[src/rtl/updown_counter_mod.sv]
// Loadable up/down counter with a runtime upper limit, wrap/saturate mode,
// terminal-count flag and a registered wrap pulse.
module updown_counter_mod #(
  parameter int unsigned     WIDTH   = 8,
  parameter logic [WIDTH-1:0] RST_VAL = '0
) (
  input  logic             clk,
  input  logic             rst,
  input  logic             en,
  input  logic             load,
  input  logic [WIDTH-1:0] d,
  input  logic             mod,
  input  logic             sat,
  input  logic [WIDTH-1:0] max,
  output logic [WIDTH-1:0] q,
  output logic             wrap,
  output logic             at_lim
);

  localparam logic [WIDTH-1:0] One = WIDTH'(1);

  logic [WIDTH-1:0] q_d, q_q;
  logic             wrap_d, wrap_q;

  // Every comparison happens before any arithmetic, so no step can overflow.
  always_comb begin
    q_d    = q_q;
    wrap_d = 1'b0;
    if (load) begin
      q_d = (d > max) ? max : d;
    end else if (en) begin
      if (mod) begin
        if (q_q >= max) begin
          if (sat) begin
            q_d = max;
          end else begin
            q_d    = '0;
            wrap_d = 1'b1;
          end
        end else begin
          q_d = q_q + One;
        end
      end else begin
        // A count stranded above a lowered limit snaps back to the limit.
        if (q_q > max) begin
          q_d = max;
        end else if (q_q != '0) begin
          q_d = q_q - One;
        end else if (!sat) begin
          q_d    = max;
          wrap_d = 1'b1;
        end else begin
          q_d = '0;
        end
      end
    end
  end

  always_ff @(posedge clk or negedge rst) begin
    if (!rst) begin
      q_q    <= RST_VAL;
      wrap_q <= 1'b0;
    end else begin
      q_q    <= q_d;
      wrap_q <= wrap_d;
    end
  end

  assign q      = q_q;
  assign wrap   = wrap_q;
  assign at_lim = mod ? (q_q >= max) : (q_q == '0);

endmodule

[config.mk]
export PLATFORM = sky130hd
export DESIGN_NAME = updown_counter_mod
export DESIGN_NICKNAME = d
export VERILOG_FILES = /design/src/rtl/updown_counter_mod.sv
export SDC_FILE = /design/constraint.sdc
export NUM_CORES = 1
export LEC_CHECK = 0
export ABC_CLOCK_PERIOD_IN_PS = 3100
export BUFFER_PORTS_ARGS = -buffer_cell sky130_fd_sc_hd__buf_2
export CORE_MARGIN = 8
export CORE_UTILIZATION = 55
export CTS_CLUSTER_DIAMETER = 30
export CTS_CLUSTER_SIZE = 25
export DETAILED_ROUTE_END_ITERATION = 8
export PLACE_DENSITY = 0.81
export SLEW_MARGIN = 20
export SYNTH_ARGS = -nofsm -noshare
export SYNTH_HDL_FRONTEND = slang
export SYNTH_SLANG_ARGS = --single-unit
[constraint.sdc]
create_clock -name clk -period 3.1 [get_ports clk]
set_input_delay 0.155 -clock clk [delete_from_list [all_inputs] [get_ports clk]]
set_output_delay 0.155 -clock clk [all_outputs]
set_load 0.01 [all_outputs]
==> flow_summary_export.csv <==
group,metric,value,unit
yosys,synth_cells,176,
timing,period_minus_slack,2.68,ns
clocking,htree_levels,1,
grt,antenna_found_initial,0,
placement,io_buffers,31,
yosys,ys_seq_area_share,15.6,%
timing,fin_setup_tns,0,ns
yosys,synth_top_area_share,16.5,%
floorplan,fp.dieArea,0.00452,mm²
grt,grt_pass1_vias,1520,
detailed_routing,drtIter0Drc,71,
worst_hold_path,hold_depth,2,
pwr,p_per_area,426,mW/mm²
yosys,syn-cell-area,0.00145,mm²
timing,min_period_over_period,86.4,%
detailed_routing,vias,1480,
pwr,internal_power,0.366,mW
finish,areaGrowthSynthToFinish,10.8,%
timing,fin_ws,0.423,ns
clocking,cts_buffers,3,
status,outcome,"completed",
finish,diodes,0,
grt,track_usage,19.3,%
placement,gp_congestion,0.921,
yosys,ys_types,44,
grt,grt_overflow,0,
clocking,clock-root-buffer,"clkbuf_4",
finish,mostFrequentLayoutCell,"buf_2",
yosys,yosysTopAreaCell,"ha_1",
worst_hold_path,hold_class,"in2reg",
setup_path,end_kind,"flip-flop",
setup_path,crit_path_max_fanout,8,
finish,drive_gt1_share,24.4,%
clocking,cts_buffer_depth,2,
yosys,syn_avg_cell_area,8.21,µm²
yosys,synth_area_leaders,"ha_1, dfrtp_1, mux2_2",
run,drv_cap,0,
yosys,synthFlopType,"dfrtp_1",
pwr,p_leak,0.756,nW
clocking,cts_tree,"done",
placement,place_area,0.00157,mm²
yosys,synth_edf_count,0,
floorplan,die-height,67.3,µm
finish,fin_nets,243,
setup_path,arrival,2.83,ns
timing,fmax,0.374,GHz
detailed_routing,via_per_inst,6.41,
grt,grt_pass1_wl,6890,µm
timing,slew_headroom,64.1,%
yosys,synth_nets,217,
grt,grt_max_degree,22,
floorplan,initial_core_util,58.3,%
pwr,p_comb_share,58.8,%
clocking,clk_latency,0.27,ns
timing,slew_viol_final,0,
setup_path,r2r_cells,8,
yosys,synth-seq-cells,9,
timing,tightest_slew,0.535,ns
detailed_routing,wl,4250,µm
finish,seqCellArea,225,µm²
floorplan,die_w,67.3,µm
setup_path,cp-start-kind,"flip-flop",
placement,placed_cells,226,
detailed_routing,drtAntennaViolNets,0,
pwr,switchingPower,0.316,mW
finish,nFillCells,241,
setup_path,crit_required,3.25,ns
finish,final_cell_mix,"buf_2, ha_1, inv_1, nand2_1, a21oi_1",
floorplan,core,0.00248,mm²
detailed_routing,dr.pass1.iters,4,
placement,dpl.hpwl,3380,µm
yosys,ys_async_sr_fraction,100,%
placement,dp_worst_setup_slack,0.453,ns
timing,setup_violations,0,
timing,hold_violations,0,
finish,multi_input_area,0.00109,mm²
clocking,cts_num_sinks,9,
finish,finalInstanceArea,0.00160,mm²
clocking,path_clk_slew,0.07,ns
pwr,p_seq_share,26.7,%
detailed_routing,avgRoutedWirePerCell,18.4,µm
pwr,switching_share,46.3,%
floorplan,std_cell_rows,18,
pwr,clockPowerShare,14.5,%
finish,final_cells,231,
floorplan,io_pins,32,
clocking,cts-resized-gates,0,
pwr,peakVddDrop,0.370,mV
yosys,synth_warnings,0,
setup_path,critPathKind,"reg2reg",
detailed_routing,drc,0,
timing,grt_setup_unrepaired,"false",
timing,fin_skew,0.00317,ns
[stage by stage]
stage	utilization, %	hold WS, ns	power, mW
6_report	64.6	0.243	0.682
5_1_grt	64.6	0.241	0.737
4_1_cts	64.6	0.233	0.677
3_5_place_dp	63.2	0.0254	0.578
3_3_place_gp	63.2	0.0229	0.561
2_1_floorplan	-	-0.141	0.474
[power by group through the flow]
stage,logic (mW),registers (mW),clock network (mW)
after floorplan,0.298,0.177,0
after global placement,0.381,0.180,0
after detailed placement,0.395,0.183,0
after CTS,0.398,0.180,0.0995
after global routing,0.442,0.186,0.108
final,0.401,0.182,0.0991
[area by class of cell]
class,count,share of cell area [%]
Multi-Input combinational cell,142,67.9
Sequential cell,9,14.1
Timing Repair Buffer,34,11.2
Inverter,12,2.81
Tap cell,30,2.34
Clock buffer,4,1.64
[worst max-delay path, cell delays in order, from the launching register on]
cell      delay, ns
dfrtp_1        0.48
ha_1           0.33
nor2b_1        0.13
o211ai_1       0.21
a21oi_1        0.09
o22ai_1        0.28
o21ai_1        0.29
a221o_1        0.42
a221o_1        0.33
[synth_stat cells (2+ instances only)]
master / instances
a21o_1: 3
a21oi_1: 10
a221o_1: 6
a221oi_1: 4
a31oi_1: 4
buf_2: 2
buf_4: 2
buf_6: 3
clkbuf_1: 4
dfrtp_1: 9
ha_1: 19
inv_1: 12
mux2_2: 8
mux2i_1: 2
nand2_1: 12
nand2b_1: 3
nand3_1: 8
nand4_1: 5
nor2_1: 3
nor2b_1: 2
nor3_1: 5
nor3b_1: 7
o211ai_1: 2
o21ai_0: 8
o31ai_1: 5
xnor2_1: 4
xor2_1: 7
[flip-flops by register name, indices dropped and copies added (netlist names)]
register and cells:
q 8, wrap 1
[timing repair]
action	4_1_cts	5_1_grt
hold buffers	1	0
setup buffers	0	0
hold endpoints to repair	9	0
[cell families after synthesis]
| logic type | share of synthesized area, % |
|---|---|
| xor gates and xnor gates | 6.67 |
| DFF | 15.6 |
| buffers and inverters | 9.18 |
| adders and majority gates | 16.5 |
| AOI/OAI and AO/OA | 23.9 |
| muxes | 7.62 |
| and+or+nand+nor | 20.6 |
[worst paths after layout]
path | startpoint | endpoint | slack (ns)
setup / recovery | q[1] | q[0] | 0.42
max in group asynchronous | rst | q[6] | 2.64
hold / removal | sat | wrap | 0.24
hold reg to reg | q[7] | q[7] | 0.86
setup reg to reg | q[1] | q[0] | 0.42
min in group asynchronous | rst | q[1] | 0.27
[layer usage]
layer | vias up | part of all wire [%] | global-route usage [%]
li1 | 715 | - | -
met1 | 687 | 39 | 22.0
met2 | 66 | 48 | 33.9
met3 | 12 | 9.7 | 4.80
met4 | 0 | 3.4 | 7.57
met5 | - | 0 | 0
(Power assumes the default switching activity.)
